### src/rtl/s2p_pkg.sv
// Shared types and defaults for the multi-channel serial-to-parallel converter.
// Optional frame alignment is selected with S2P_FRAME_ALIGN_EN.
package s2p_pkg;

  typedef enum logic {
    HUNT  = 1'b0,
    SHIFT = 1'b1
  } s2p_state_e;

  localparam int S2P_WIDTH_DEF    = 16;
  localparam int S2P_CHANNELS_DEF = 2;
  localparam int S2P_SYNC_DEF     = 2;

endpackage

### src/rtl/s2p_edge_sync.sv
// Synchroniser bank for DCLK, Frame and Serial plus DCLK fall detector.
// All lanes share one chain depth so they stay mutually aligned.
module s2p_edge_sync
  import s2p_pkg::*;
#(
  parameter int CHANNELS    = S2P_CHANNELS_DEF,
  parameter int SYNC_STAGES = S2P_SYNC_DEF
) (
  input  logic                clk,
  input  logic                rst_n,
  input  logic                dclk_i,
  input  logic                frame_i,
  input  logic [CHANNELS-1:0] serial_i,
  output logic                samp_o,
  output logic                frame_o,
  output logic [CHANNELS-1:0] serial_o
);

  localparam int N = CHANNELS + 2;

  logic [N-1:0] sync_q [SYNC_STAGES];
  logic [N-1:0] sync_d [SYNC_STAGES];
  logic [N-1:0] align_q, align_d;
  logic         prev_q, prev_d;

  always_comb begin
    sync_d[0] = {serial_i, frame_i, dclk_i};
    for (int i = 1; i < SYNC_STAGES; i++) begin
      sync_d[i] = sync_q[i-1];
    end
    align_d = sync_q[SYNC_STAGES-1];
    prev_d  = align_q[0];
  end

  // prev resets to 0 so the cleared chain can never look like a fall
  always_ff @(posedge clk or negedge rst_n) begin
    if (!rst_n) begin
      for (int i = 0; i < SYNC_STAGES; i++) begin
        sync_q[i] <= '0;
      end
      align_q <= '0;
      prev_q  <= 1'b0;
    end else begin
      for (int i = 0; i < SYNC_STAGES; i++) begin
        sync_q[i] <= sync_d[i];
      end
      align_q <= align_d;
      prev_q  <= prev_d;
    end
  end

  assign samp_o   = prev_q & ~align_q[0];
  assign frame_o  = align_q[1];
  assign serial_o = align_q[N-1:2];

endmodule

### src/rtl/s2p_multi.sv
// Multi-channel serial-to-parallel converter with valid/ready output.
// Define S2P_FRAME_ALIGN_EN to enable HUNT/SHIFT frame-sync alignment.
module s2p_multi
  import s2p_pkg::*;
#(
  parameter int WIDTH       = S2P_WIDTH_DEF,
  parameter int CHANNELS    = S2P_CHANNELS_DEF,
  parameter int SYNC_STAGES = S2P_SYNC_DEF
) (
  input  logic                      SCLK,
  input  logic                      clear,
  input  logic                      DCLK,
  input  logic                      Frame,
  input  logic [CHANNELS-1:0]       Serial,
  output logic [CHANNELS*WIDTH-1:0] Parallel,
  output logic                      out_valid,
  input  logic                      out_ready,
  output logic                      overrun,
  output logic                      frame_err
);

  localparam int CW = $clog2(WIDTH);
  localparam logic [CW-1:0] CNT_LAST = CW'(WIDTH - 1);
  localparam logic [CW-1:0] CNT_ONE  = CW'(1);

  logic                samp;
  logic                frame_s;
  logic [CHANNELS-1:0] serial_s;

  s2p_edge_sync #(
    .CHANNELS    (CHANNELS),
    .SYNC_STAGES (SYNC_STAGES)
  ) u_sync (
    .clk      (SCLK),
    .rst_n    (clear),
    .dclk_i   (DCLK),
    .frame_i  (Frame),
    .serial_i (Serial),
    .samp_o   (samp),
    .frame_o  (frame_s),
    .serial_o (serial_s)
  );

  logic [CHANNELS-1:0][WIDTH-1:0] sr_q, sr_d;
  logic [CW-1:0]                  cnt_q, cnt_d;
  logic [CHANNELS*WIDTH-1:0]      par_q, par_d;
  logic                           valid_q, valid_d;
  logic                           ovr_q, ovr_d;
  logic                           done;

`ifdef S2P_FRAME_ALIGN_EN
  s2p_state_e state_q, state_d;
  logic       ferr_q, ferr_d;
`else
  logic       unused_frame;
  assign unused_frame = frame_s;
`endif

  always_comb begin
    sr_d  = sr_q;
    cnt_d = cnt_q;
    done  = 1'b0;
`ifdef S2P_FRAME_ALIGN_EN
    state_d = state_q;
    ferr_d  = 1'b0;
`endif
    if (samp) begin
      for (int c = 0; c < CHANNELS; c++) begin
        sr_d[c] = {sr_q[c][WIDTH-2:0], serial_s[c]};
      end
`ifdef S2P_FRAME_ALIGN_EN
      unique case (state_q)
        HUNT: begin
          if (frame_s) begin
            cnt_d   = CNT_ONE;
            state_d = SHIFT;
          end
        end
        SHIFT: begin
          if (frame_s && cnt_q != '0) begin
            ferr_d = 1'b1;
            cnt_d  = CNT_ONE;
          end else if (cnt_q == CNT_LAST) begin
            done    = 1'b1;
            cnt_d   = '0;
            state_d = HUNT;
          end else begin
            cnt_d = cnt_q + CNT_ONE;
          end
        end
      endcase
`else
      if (cnt_q == CNT_LAST) begin
        done  = 1'b1;
        cnt_d = '0;
      end else begin
        cnt_d = cnt_q + CNT_ONE;
      end
`endif
    end
  end

  // a completion always wins over an accept in the same cycle
  always_comb begin
    par_d   = par_q;
    valid_d = valid_q;
    ovr_d   = 1'b0;
    if (done) begin
      par_d   = sr_d;
      valid_d = 1'b1;
      ovr_d   = valid_q & ~out_ready;
    end else if (valid_q && out_ready) begin
      valid_d = 1'b0;
    end
  end

  always_ff @(posedge SCLK or negedge clear) begin
    if (!clear) begin
      sr_q    <= '0;
      cnt_q   <= '0;
      par_q   <= '0;
      valid_q <= 1'b0;
      ovr_q   <= 1'b0;
    end else begin
      sr_q    <= sr_d;
      cnt_q   <= cnt_d;
      par_q   <= par_d;
      valid_q <= valid_d;
      ovr_q   <= ovr_d;
    end
  end

`ifdef S2P_FRAME_ALIGN_EN
  always_ff @(posedge SCLK or negedge clear) begin
    if (!clear) begin
      state_q <= HUNT;
      ferr_q  <= 1'b0;
    end else begin
      state_q <= state_d;
      ferr_q  <= ferr_d;
    end
  end

  assign frame_err = ferr_q;
`else
  assign frame_err = 1'b0;
`endif

  assign Parallel  = par_q;
  assign out_valid = valid_q;
  assign overrun   = ovr_q;

endmodule
### config.mk
export PLATFORM = sky130hd
export DESIGN_NAME = s2p_multi
export DESIGN_NICKNAME = d
export VERILOG_FILES = /design/src/rtl/s2p_pkg.sv /design/src/rtl/s2p_edge_sync.sv /design/src/rtl/s2p_multi.sv
export SDC_FILE = /design/constraint.sdc
export NUM_CORES = 1
export LEC_CHECK = 0
export ABC_CLOCK_PERIOD_IN_PS = 1400
export CAP_MARGIN = 15
export CELL_PAD_IN_SITES_DETAIL_PLACEMENT = 2
export CELL_PAD_IN_SITES_GLOBAL_PLACEMENT = 2
export CORE_MARGIN = 4
export CORE_UTILIZATION = 33
export CTS_CLUSTER_DIAMETER = 120
export DETAILED_ROUTE_END_ITERATION = 8
export GPL_TIMING_DRIVEN = 0
export PLACE_DENSITY = 0.81
export SYNTH_ARGS = -nofsm -noshare
export SYNTH_HDL_FRONTEND = slang
export SYNTH_SLANG_ARGS = --single-unit
### constraint.sdc
create_clock -name SCLK -period 1.4 [get_ports SCLK]
set_clock_uncertainty 0.1 [all_clocks]
set_input_delay 0.28 -clock SCLK [delete_from_list [all_inputs] [get_ports SCLK]]
set_output_delay 0.28 -clock SCLK [all_outputs]
set_load 0.03 [all_outputs]
* Yosys cells after proc, flatten, opt, wreduce, memory -nomap -nowiden
Cells that the tools add are included.
** Word-level totals
- Logic and storage cells :: 25
- Register bits after elaboration :: 83
** Operators by class
- Reduce and logical (&&, ||, !) cells :: 2
- Mux-type cells :: 7
- Bitwise logic cells :: 4
- Add/subtract/negate cells :: 1
- Equal/unequal tests :: 1
** Operators with widths (count)
- 32-bit 2-to-1 mux :: 1
- 1-bit 2-to-1 mux :: 5
- 4-bit by 1-bit adder with 4-bit output (second input constant) :: 1
- 4-bit equality test (second input constant) :: 1
- 4-bit 2-to-1 mux :: 1
- 1-bit bitwise AND :: 2
- 1-bit inverter :: 2
- 2-bit nonzero test :: 1
- 1-bit logical AND :: 1

* Longest topological paths before layout
Gate-level depths: netlist of run 1.
- Depth in word-level cells :: 4
- Gate-level depth with buffers :: 5
- Depth with buffers taken out :: 4

* Cells and area by module
Synthesis of run 1 repeated with hierarchy kept, for this count alone.
** Second synthesis, totals
- Cell total of the unflattened synthesis :: 174
- Area total of the unflattened synthesis :: 3078.0 um2
** Modules (own cells, without submodules)
- s2p_multi :: area an instance 2723.9 um2, cells each 158, sequential area each 1751.7 um2, instances 1
- s2p_edge_sync :: area an instance 354.1 um2, cells each 16, sequential area each 325.3 um2, instances 1

* Least setup slack after synthesis of run 1
OpenSTA, ideal clock, no wires.
- Path type :: register to register
- Start :: register cnt_q[0]
- End :: register par_q[10] (netlist: Parallel[10])
- Arrival time :: 1.352 ns
- Setup slack :: -0.177 ns
- Required time :: 1.175 ns
- Stages on the path, launching flop included :: 6
- Path buffers :: 1
- Period minus slack after synthesis :: 1.577 ns
- Setup time :: 0.125 ns
- Cell sequence :: dfrtp_1 -> ha_1 -> nand3_2 -> nor2_8 -> buf_12 -> mux2_4
** Between the ends
- Longest elaborated chain between the ends :: 3
** Ends and longest elaborated chain
- from (decl) :: line s2p_multi.sv:45 : logic [CW-1:0] cnt_q, cnt_d;
- from (signal assigned) :: line s2p_multi.sv:126 : cnt_q <= cnt_d;
- 4-bit equality test :: line s2p_multi.sv:93 : if (cnt_q == CNT_LAST) begin
- 1-bit 2-to-1 mux :: line s2p_multi.sv:93
- 1-bit 2-to-1 mux :: line s2p_multi.sv:67 : if (samp) begin
- to (signal assigned) :: line s2p_multi.sv:127 : par_q <= par_d;
- to (decl) :: line s2p_multi.sv:46 : logic [CHANNELS*WIDTH-1:0] par_q, par_d;
No other way between the ends.
A chain may end at the register's enable or synchronous reset.

* Final worst setup path of run 1
- Start :: register cnt_q[1]
- End :: register par_q[11] (netlist: Parallel[11])
Same word-level chain as after synthesis.

==> flow_summary.yaml, run 1 <==
outcome:
  outcome: "complete, but fails checks"
  violations: "setup timing"
place:
  port_buffers: 39
  hpwlAfterDp_um: 4300
  routabilityCongestion: 0.685
  placed_area_um2: 3620
clock_tree:
  cts_tree: "built"
  clock_sinks: 78
  cts_buffers: 9
  clock_path_buffers: 2
  insertion_delay_ns: 0.35
  h-tree-depth: 3
  path_clk_slew_ns: 0.08
  cts-root-buf: "clkbuf_8"
detailed_routing:
  routed-wl-met2_um: 3840
  met3WireLength_um: 232
  routedWlPerCell_um: 18.1
  viasPerCell: 4.64
  vias: 1907
  top_layer: "met4"
  first_iter_violations: 48
  drcViolationCount: 0
  drt-total-wl_um: 7450
  antenna_left: 0
  m1WireLength_um: 3260
  dr.pass1.iters: 4
synth:
  avgSynthCellArea_um2: 13.3
  ys_seq_area_frac: 0.640
  ys.flop_type: "dfrtp_1"
  synth_area_um2: 3050
  ys_async_sr_fraction: 1.00
  synth_top_area_share: 0.640
  synth_edf_count: 0
  yosysTopAreaCell: "dfrtp_1"
  synth_seq_cells: 78
  synth.most_common_cell: "nand2_1"
  synth_fp_nets: 238
  yosysWarningCount: 0
  ys_top_cells_by_area: "dfrtp_1 64%, mux2_4 16%, nand2_1 11%"
  synthDistinctLibCells: 23
  syn-instance-count: 230
  synthTopCellsByCount: "90 x nand2_1, 78 x dfrtp_1, 33 x mux2_4"
die:
  rows: 34
  die_area_um2: 10800
  core_region_area_um2: 8850
  start_util: 0.345
  pin_count: 42
  die_h_um: 104
  die_x_um: 104
finish:
  drive_gt1_frac: 0.413
  n_antenna_cell: 0
  final_nets: 306
  fin_area_um2: 3940
  area_growth_pct: 29.3
global_routing:
  grt_pass1_wl_um: 12400
  grt_use_total: 0.146
  grt_max_degree: 66
  grt.overflow.total: 0
  antenna_found_initial: 0
  grt_pass1_vias: 2255
critical_path:
  crit_path_max_fanout: 10
  critPathKind: "reg -> reg"
  cp_slowest_cell: "dfrtp_2"
  path_cells: "ha_4 > nand3_4 > nor2_8 > buf_12 > buf_12 > mux2_4"
  cp_num_buf_inv: 2
  crit_family: "flip-flops"
  critPathRequiredTime_ns: 1.54
  crit_path_end_kind: "flop"
  slowest_delay_ns: 0.39
  crit_arrival_ns: 1.71
  cp_common_cell: "buf_12"
  crit_path_start_kind: "flop"
timing:
  fmax_mhz: 639
  hold_viol: 0
  slew_viol_final: 0
  period_share: 1.12
  setup_viol: 32
  rsz0062_at_grt: "yes"
  finalWorstSetupSlack_ns: -0.165
  hold_ws_ns: 0.214
  fin_crit_ns: 1.57
pwr:
  power.leakage_nw: 2.09
  ir_drop_mv: 0.538
  p_per_area_nw_per_um2: 1470
flow_run:
  cap_violations: 0
min_path:
  hold_class: "in -> async"
==> final timing paths <==
check	slack [ns]	depth (start not counted)	startpoint	to
setup / recovery	-0.17	6	cnt_q[1]$_DFFE_PN0N_	Parallel[11]$_DFFE_PN0P_
hold / removal	0.21	2	clear	Parallel[20]$_DFFE_PN0P_
setup reg to reg	-0.17	6	cnt_q[1]$_DFFE_PN0N_	Parallel[11]$_DFFE_PN0P_
hold reg to reg	0.25	0	u_sync.align_d[2]$_DFF_PN0_	u_sync.align_q[2]$_DFF_PN0_
max in group asynchronous	0.39	3	clear	cnt_q[1]$_DFFE_PN0N_
min in group SCLK	0.25	1	Serial[0]	u_sync.sync_d[2]$_DFF_PN0_
==> routing by layer <==
| metal | global-route usage | vias up |
|---|---|---|
| li1 | - | 870 |
| met1 | 0.174 | 994 |
| met2 | 0.249 | 32 |
| met3 | 0.0441 | 11 |
| met4 | 0.0513 | 0 |
| met5 | 0 | - |
==> worst reg2reg max path, delay by kind of cell, from the launching register on <==
family	cells	cell delay [ns]
simple gates	2	0.23
flops	1	0.39
fa+ha+maj	1	0.15
mux	1	0.30
buf+inv	2	0.28
==> report_power, final <==
group | leakage [nW] | switching [W] | total (W) | internal [W]
Sequential | 1.04 | 0.000259 | 0.00281 | 0.00255
Combinational | 0.928 | 0.000516 | 0.000924 | 0.000408
Clock | 0.126 | 0.000853 | 0.00208 | 0.00123
==> layout make-up <==
class | count | area [um^2]
plain buffers | 10 | 119
clock buffers | 10 | 138
clock inverters | 6 | 109
fillers | 901 | 4900
inverters | 2 | 7.51
multi-input cells | 138 | 1020
flip-flops and latches | 78 | 1950
well taps | 108 | 135
repair buffers | 59 | 460
==> sequential cells by signal, summed over array words and instances (netlist names) <==
signal          cells
cnt_q               4
out_valid           1
sr_q               30
u_sync.align_q      3
u_sync.prev_q       1
u_sync.sync_d       3
overrun             1
u_sync.align_d      3
Parallel           32
==> layout by cell type, fill, tap and decap left out, drive strengths merged <==
cell type | netlist | layout
xnor2 | 1 | 1
nor2b | 1 | 1
buf | 12 | 62
inv | 2 | 2
nor4 | 1 | 1
nand2b | 1 | 1
conb | 1 | 1
bufinv | 0 | 3
a21oi | 1 | 1
nand2 | 90 | 90
nand3 | 1 | 1
dfrtp | 78 | 78
o31ai | 1 | 1
dlygate4sd3 | 0 | 1
clkdlybuf4s50 | 0 | 4
clkbuf | 0 | 12
ha | 1 | 1
o21ai | 1 | 1
nand4 | 1 | 1
o22ai | 1 | 1
nand3b | 1 | 1
mux2 | 34 | 34
nor2 | 1 | 1
clkinv | 0 | 3
==> cells by family (layout without fill, tap and decap cells) <==
group | Yosys count | count (layout) | share of synthesized area
mux | 34 | 34 | 0.166
fa+ha+maj | 1 | 1 | 0.00410
buf+inv | 14 | 87 | 0.0418
xor+xnor | 1 | 1 | 0.00287
other cells | 1 | 1 | 0.00123
flops | 78 | 78 | 0.640
simple gates | 97 | 97 | 0.136
compound gates | 4 | 4 | 0.00779
==> repair_timing <==
item,CTS,global route
endpoints found under the setup margin,66,55
endpoints found under the hold margin,23,0
pin swaps,1,0
gates cloned,1,1
resized for setup,175,13
hold buffers,1,0
setup buffers,13,3
==> per-stage QoR <==
stage,power [W],utilization,setup WS (ns),setup TNS [ns],instances
floorplan,0.00330,-,-0.133,-4.00,230
global placement,0.00360,0.406,-2.87,-230.99,377
detailed placement,0.00368,0.409,-0.309,-9.26,378
CTS,0.00580,0.438,-0.156,-4.32,408
global route,0.00614,0.446,-0.227,-6.51,411
finish,0.00581,0.446,-0.165,-4.64,411
No activity file was read; power rests on OpenSTA's default activity.
==> run 2, diff against run 1 <==
CTS_CLUSTER_SIZE = 40   (was unset)
==> results of run 2 <==
No change in the layout: final DEF, timing and power equal those of run 1.
